## config.mk

```make
export PLATFORM = sky130hd
export DESIGN_NAME = lpddr2_avalon_bridge_flat
export DESIGN_NICKNAME = d
export VERILOG_FILES = /design/src/rtl/lpddr2_avalon_bridge_if.sv /design/src/rtl/lpddr2_avalon_bridge.sv /design/src/flat_wrapper.sv
export SDC_FILE = /design/constraint.sdc
export NUM_CORES = 1
export LEC_CHECK = 0
export CAP_MARGIN = 20
export CORE_MARGIN = 4
export CORE_UTILIZATION = 47
export DETAILED_ROUTE_END_ITERATION = 10
export HOLD_SLACK_MARGIN = 0.1
export PLACE_DENSITY = 0.85
export SLEW_MARGIN = 20
export SYNTH_ARGS = -nofsm -noshare
export SYNTH_HDL_FRONTEND = slang
export SYNTH_SLANG_ARGS = --single-unit
```

## constraint.sdc

```tcl
create_clock -name clk -period 2.4 [get_ports clk]
set_input_delay 0.36 -clock clk [delete_from_list [all_inputs] [get_ports clk]]
set_output_delay 0.36 -clock clk [all_outputs]
set_load 0.05 [all_outputs]
```

## src/rtl/lpddr2_avalon_bridge_if.sv

```systemverilog
// Avalon-MM command/response bundle between the LPDDR2 bridge (master)
// and the LPDDR2 hard controller (slave), including calibration status.
interface lpddr2_avalon_bridge_if #(
    parameter int ADDR_W = 27,
    parameter int DATA_W = 32
) ();
    logic [ADDR_W-1:0]   avl_addr;
    logic [DATA_W-1:0]   avl_wdata;
    logic [DATA_W/8-1:0] avl_be;
    logic                avl_read;
    logic                avl_write;
    logic                avl_burstbegin;
    logic                avl_ready;
    logic [DATA_W-1:0]   avl_rdata;
    logic                avl_rdata_valid;
    logic                local_init_done;

    modport master (
        output avl_addr, avl_wdata, avl_be, avl_read, avl_write, avl_burstbegin,
        input  avl_ready, avl_rdata, avl_rdata_valid, local_init_done
    );

    modport slave (
        input  avl_addr, avl_wdata, avl_be, avl_read, avl_write, avl_burstbegin,
        output avl_ready, avl_rdata, avl_rdata_valid, local_init_done
    );
endinterface

```

## src/rtl/lpddr2_avalon_bridge.sv

```systemverilog
// Turns the CPU's level read/write requests into single-beat Avalon-MM commands,
// with a one-line read cache and a stall back to the CPU clock-enable logic.
module lpddr2_avalon_bridge #(
    parameter int ADDR_W  = 27,
    parameter int DATA_W  = 32,
    parameter int TIMEOUT = 255
) (
    input  logic                  clk,
    input  logic                  rst_n,
    input  logic [ADDR_W-1:0]     address,
    input  logic [DATA_W-1:0]     write_data,
    input  logic                  read_req,
    input  logic                  write_req,
    output logic [DATA_W-1:0]     read_data,
    output logic                  stall,
    output logic                  err,
    lpddr2_avalon_bridge_if.master avl
);
    localparam int CNT_W = $clog2(TIMEOUT + 1);

    typedef enum logic [2:0] {INIT, IDLE, WR_ISSUE, RD_ISSUE, RD_WAIT, DONE} state_t;

    state_t             state_reg;
    logic [ADDR_W-1:0]  addr_reg;
    logic [DATA_W-1:0]  wdata_reg;
    logic               read_reg;
    logic               write_reg;
    logic               burst_reg;
    logic               err_reg;
    logic               cache_valid_reg;
    logic [ADDR_W-1:0]  cache_tag_reg;
    logic [DATA_W-1:0]  cache_data_reg;
    logic [CNT_W-1:0]   cnt_reg;
    logic               hit;

    assign hit = cache_valid_reg && (cache_tag_reg == address);

    always_comb begin
        stall = 1'b0;
        case (state_reg)
            INIT:     stall = read_req | write_req;
            IDLE:     stall = write_req | (read_req & ~hit);
            WR_ISSUE: stall = 1'b1;
            RD_ISSUE: stall = 1'b1;
            RD_WAIT:  stall = 1'b1;
            DONE:     stall = 1'b0;
            default:  stall = 1'b1;
        endcase
    end

    always_ff @(posedge clk or negedge rst_n) begin
        if (!rst_n) begin
            state_reg       <= INIT;
            addr_reg        <= '0;
            wdata_reg       <= '0;
            read_reg        <= 1'b0;
            write_reg       <= 1'b0;
            burst_reg       <= 1'b0;
            err_reg         <= 1'b0;
            cache_valid_reg <= 1'b0;
            cache_tag_reg   <= '0;
            cache_data_reg  <= '0;
            cnt_reg         <= '0;
        end else begin
            // burstbegin is a single-cycle pulse marking the first command cycle
            burst_reg <= 1'b0;
            case (state_reg)
                INIT: begin
                    if (avl.local_init_done) state_reg <= IDLE;
                end
                IDLE: begin
                    if (write_req) begin
                        addr_reg  <= address;
                        wdata_reg <= write_data;
                        write_reg <= 1'b1;
                        burst_reg <= 1'b1;
                        state_reg <= WR_ISSUE;
                    end else if (read_req && !hit) begin
                        addr_reg  <= address;
                        read_reg  <= 1'b1;
                        burst_reg <= 1'b1;
                        state_reg <= RD_ISSUE;
                    end
                end
                WR_ISSUE: begin
                    if (avl.avl_ready) begin
                        write_reg <= 1'b0;
                        // write-through keeps a cached line coherent with memory
                        if (cache_tag_reg == addr_reg) cache_data_reg <= wdata_reg;
                        state_reg <= DONE;
                    end
                end
                RD_ISSUE: begin
                    if (avl.avl_ready) begin
                        read_reg  <= 1'b0;
                        cnt_reg   <= '0;
                        state_reg <= RD_WAIT;
                    end
                end
                RD_WAIT: begin
                    if (avl.avl_rdata_valid) begin
                        cache_tag_reg   <= addr_reg;
                        cache_data_reg  <= avl.avl_rdata;
                        cache_valid_reg <= 1'b1;
                        state_reg       <= IDLE;
                    end else if (cnt_reg == CNT_W'(TIMEOUT - 1)) begin
                        // abandon the read: no retry, cache dropped, error is sticky
                        err_reg         <= 1'b1;
                        cache_valid_reg <= 1'b0;
                        state_reg       <= IDLE;
                    end else begin
                        cnt_reg <= cnt_reg + CNT_W'(1);
                    end
                end
                DONE: begin
                    state_reg <= IDLE;
                end
                default: begin
                    state_reg <= INIT;
                end
            endcase
        end
    end

    assign read_data          = cache_data_reg;
    assign err                = err_reg;
    assign avl.avl_addr       = addr_reg;
    assign avl.avl_wdata      = wdata_reg;
    assign avl.avl_be         = '1;
    assign avl.avl_read       = read_reg;
    assign avl.avl_write      = write_reg;
    assign avl.avl_burstbegin = burst_reg;
endmodule

```

## src/flat_wrapper.sv

```systemverilog
// flat-port wrapper written by rule: the top's interface ports become plain ports
module lpddr2_avalon_bridge_flat 
#(
    parameter int ADDR_W  = 27,
    parameter int DATA_W  = 32,
    parameter int TIMEOUT = 255
)
  (clk, rst_n, address, write_data, read_req, write_req, read_data, stall, err, avl_avl_addr, avl_avl_wdata, avl_avl_be, avl_avl_read, avl_avl_write, avl_avl_burstbegin, avl_avl_ready, avl_avl_rdata, avl_avl_rdata_valid, avl_local_init_done);
  lpddr2_avalon_bridge_if #(.ADDR_W(ADDR_W), .DATA_W(DATA_W)) avl_i ();
  input  logic clk;
  input  logic rst_n;
  input  logic [ADDR_W-1:0] address;
  input  logic [DATA_W-1:0] write_data;
  input  logic read_req;
  input  logic write_req;
  output logic [DATA_W-1:0] read_data;
  output logic stall;
  output logic err;
  output wire logic [$bits(avl_i.avl_addr)-1:0] avl_avl_addr;
  output wire logic [$bits(avl_i.avl_wdata)-1:0] avl_avl_wdata;
  output wire logic [$bits(avl_i.avl_be)-1:0] avl_avl_be;
  output wire logic [$bits(avl_i.avl_read)-1:0] avl_avl_read;
  output wire logic [$bits(avl_i.avl_write)-1:0] avl_avl_write;
  output wire logic [$bits(avl_i.avl_burstbegin)-1:0] avl_avl_burstbegin;
  input wire logic [$bits(avl_i.avl_ready)-1:0] avl_avl_ready;
  input wire logic [$bits(avl_i.avl_rdata)-1:0] avl_avl_rdata;
  input wire logic [$bits(avl_i.avl_rdata_valid)-1:0] avl_avl_rdata_valid;
  input wire logic [$bits(avl_i.local_init_done)-1:0] avl_local_init_done;
  assign avl_avl_addr = avl_i.avl_addr;
  assign avl_avl_wdata = avl_i.avl_wdata;
  assign avl_avl_be = avl_i.avl_be;
  assign avl_avl_read = avl_i.avl_read;
  assign avl_avl_write = avl_i.avl_write;
  assign avl_avl_burstbegin = avl_i.avl_burstbegin;
  assign avl_i.avl_ready = avl_avl_ready;
  assign avl_i.avl_rdata = avl_avl_rdata;
  assign avl_i.avl_rdata_valid = avl_avl_rdata_valid;
  assign avl_i.local_init_done = avl_local_init_done;
  lpddr2_avalon_bridge #(.ADDR_W(ADDR_W), .DATA_W(DATA_W), .TIMEOUT(TIMEOUT)) u_core (.clk(clk), .rst_n(rst_n), .address(address), .write_data(write_data), .read_req(read_req), .write_req(write_req), .read_data(read_data), .stall(stall), .err(err), .avl(avl_i));
endmodule
```

==> run metrics <==
register area share after synthesis=53.4%; Worst Path Max Fanout=3; Iter 0 DRT Violations=210; Final Setup Violations=1; Leak=3.76 nW; grt ovf=0; DRC viols=0; R2R Setup Slk=0.12 ns; Crit. End Element=output port; Adder-Cell Fraction of Synth Area=0.398%; top post-synthesis cells by area=dfrtp_1, mux2_2, xnor2_1, mux2_1, nand4_1; async set or reset register ratio after synthesis=100%; largest net degree at the start of global routing=71; Synth top area share=53.4%; pwr/cell area=1630 nW/um^2; Tcrit/Tclk final=104%; CP startpoint kind=input port; xor and xnor area share after synthesis=8.36%; multiplexer share of the synthesized area=26.9%; max-slew violation count=0; FF-to-FF Start=u_core.state_reg[2]$_DFFE_PN0P_; clk_skew=0.00613 ns; maxcap violations=0; Area Growth Syn to Fin=47.0%; global-route wire length before repair=25,000 um; DP HPWL=12,100 um; DRT antenna net count=0; Core ar.=12,900 um^2; Clock H-tree levels=4; slowest cell on the critical path=clkdlybuf4s50_1; GRT Total Usage=21.7%; final net count=770; Required @ worst endpoint=2.04 ns; clock transition at the registers of the reported paths=0.05 ns; final worst path period need=2.49 ns; Worst EP arrival=2.13 ns; TritonCTS Buffers=17; main combinational cell family by area after synthesis=multiplexers; CTS tree=yes; flops & latches, synth=134; violated checks=setup timing; crit path launch=address[25]; final core utilization=71.8%; port bufs=193; drt total wl=16,400 um; post-synthesis compound-gate area fraction=2.71%; DR vias=4,490; end point of the worst hold path=u_core.avl.avl_addr[23]$_DFFE_PN0P_; vias in the first global route=4,844; critical hold path startpoint=address[23]; Hold Path Class=input port to flip-flop; Synth Instances=456; DIE AREA=15,300 um^2; Netlist Area Pre-Place=6280 um^2; Crit Path Category=input port to output port; Primary FF master, synth=dfrtp_1; top cell type by total area after synthesis=dfrtp_1; syn avg cell area=13.8 um^2; initial core utilization=48.8%; IO Pins=198; status=complete, but fails checks; Detailed Routing Iterations Pass 1=4; CP peak stage delay=0.51 ns; Clock Latency Late Sink=0.41 ns; initial antenna violation count=1; Fin Setup TNS=-0.0889 ns; WL/cell=19.1 um; worst-margin pin slew=0.596 ns; Final Hold Vio Count=0; Warnings, synthesis=0; maximum vdd drop=1.01 mV; Netlist cell types=41; root buf cell=clkbuf_16; Clock Path Buffers=2; simple-gate share of the synthesized area=5.91%; R2R depth=6; die width=124 um; Fill cells=831; Post-synth EDFFs=0; Hold Crit Depth=2; RSZ-0062 raised after global routing=true; worst rel slew slack=60.1%; Vias/cell=5.25; placer's final routability congestion estimate=0.842; final setup margin=-0.0889 ns; Clock Sinks=134; CP cell instances=clkdlybuf4s50_1, xnor2_1, nand4_1, nor4_4, buf_4, and4b_1, a221oi_2, buf_6; ratio of cells with drive above 1 in the final layout=27.8%; most frequent cell after synthesis=dfrtp_1; ant diodes=0; top post-synthesis cells by count=dfrtp_1, mux2_2, xnor2_1; Row Count=41; die height=124 um; f_max=402 MHz; FF-to-FF End=u_core.read_data[25]$_DFFE_PN0P_
## worst max-delay path: cells and delay by family
family | cells | cell delay, ns
xor+xnor | 1 | 0.13
buf+inv | 3 | 0.86
simple gates | 3 | 0.72
compound gates | 1 | 0.04
## metal layers
metal	track usage (%)	part of all wire [%]
met5	0	0.079
met4	9.76	3.0
met3	6.90	9.0
met2	36.6	49
met1	25.2	39
## metrics by stage
step	instances	cell area, um^2	hold slack (ns)	setup WS, ns	total power, mW
after floorplan	459	6300	0.0644	0.326	9.57
after global placement	816	8510	0.290	-0.194	12.1
after detailed placement	816	8510	0.296	-0.249	12.3
after CTS	851	9190	0.382	-0.0773	15.1
after global routing	855	9240	0.271	-0.196	15.8
final	855	9240	0.282	-0.0889	15.1
## worst max-delay path by stage
stage                                        to  slack, ns  depth (start not counted)
2_1_floorplan  u_core.read_data[10]$_DFFE_PN0P_       0.33                          6
6_report                                  stall      -0.09                          8
4_1_cts                                   stall      -0.08                          7
3_5_place_dp                              stall      -0.25                          7
3_3_place_gp                              stall      -0.19                          7
5_1_grt                                   stall      -0.20                          7
## cells by family (layout without fill, tap and decap cells)
family                     count (synthesis)  after routing
adders and majority gates                  2              2
DFF                                      134            134
muxes                                    150            150
buffers and inverters                     28            252
and+or+nand+nor                           61             61
xor gates and xnor gates                  60             60
other                                      1              4
AOI/OAI and AO/OA                         20             20
## layout make-up
| cell class | count | area (um^2) | area share [%] |
|---|---|---|---|
| clock buffer | 20 | 467 | 5.05 |
| clock inverter | 12 | 151 | 1.64 |
| inverter | 5 | 18.8 | 0.203 |
| multi-input combinational | 297 | 2860 | 30.9 |
| sequential | 134 | 3350 | 36.3 |
| tap | 172 | 215 | 2.33 |
| timing repair buffer | 215 | 2180 | 23.6 |
## power by group
part / internal [mW] / switching (mW) / total, mW
logic: 3.46 / 4.64 / 8.09
registers: 3.35 / 0.971 / 4.32
clock network: 1.71 / 0.940 / 2.65
total: 8.51 / 6.55 / 15.1
## placed cells by master (no fill, tap or decap), types with 2 or more instances in the layout
master and count:
clkinvlp_4 5, buf_4 15, inv_1 5, nand2_1 6, clkinv_2 3, nor4b_1 3, clkdlybuf4s50_1 189, nor4_1 4
nor4_2 3, nor2_1 14, xnor2_1 57, buf_6 2, ha_1 2, xnor2_2 3, o21ai_0 4, clkbuf_8 3
clkbuf_16 17, mux2_1 30, nand4_1 15, a21oi_1 3, buf_12 6, mux2_2 120, and4b_1 2, nor2b_1 2
o22ai_1 2, dfrtp_1 134, conb_1 4, nor3_1 2, bufinv_16 3
## timing repair
item / in CTS / in global routing
setup endpoints to repair: 1 / 21
setup buffers: 2 / 4
pin swaps: 4 / 3
gates resized for setup: 6 / 4
hold buffers: 1 / 0
endpoints found under the hold margin: 39 / 0
Note: power is estimated with default switching activity, not from simulation.
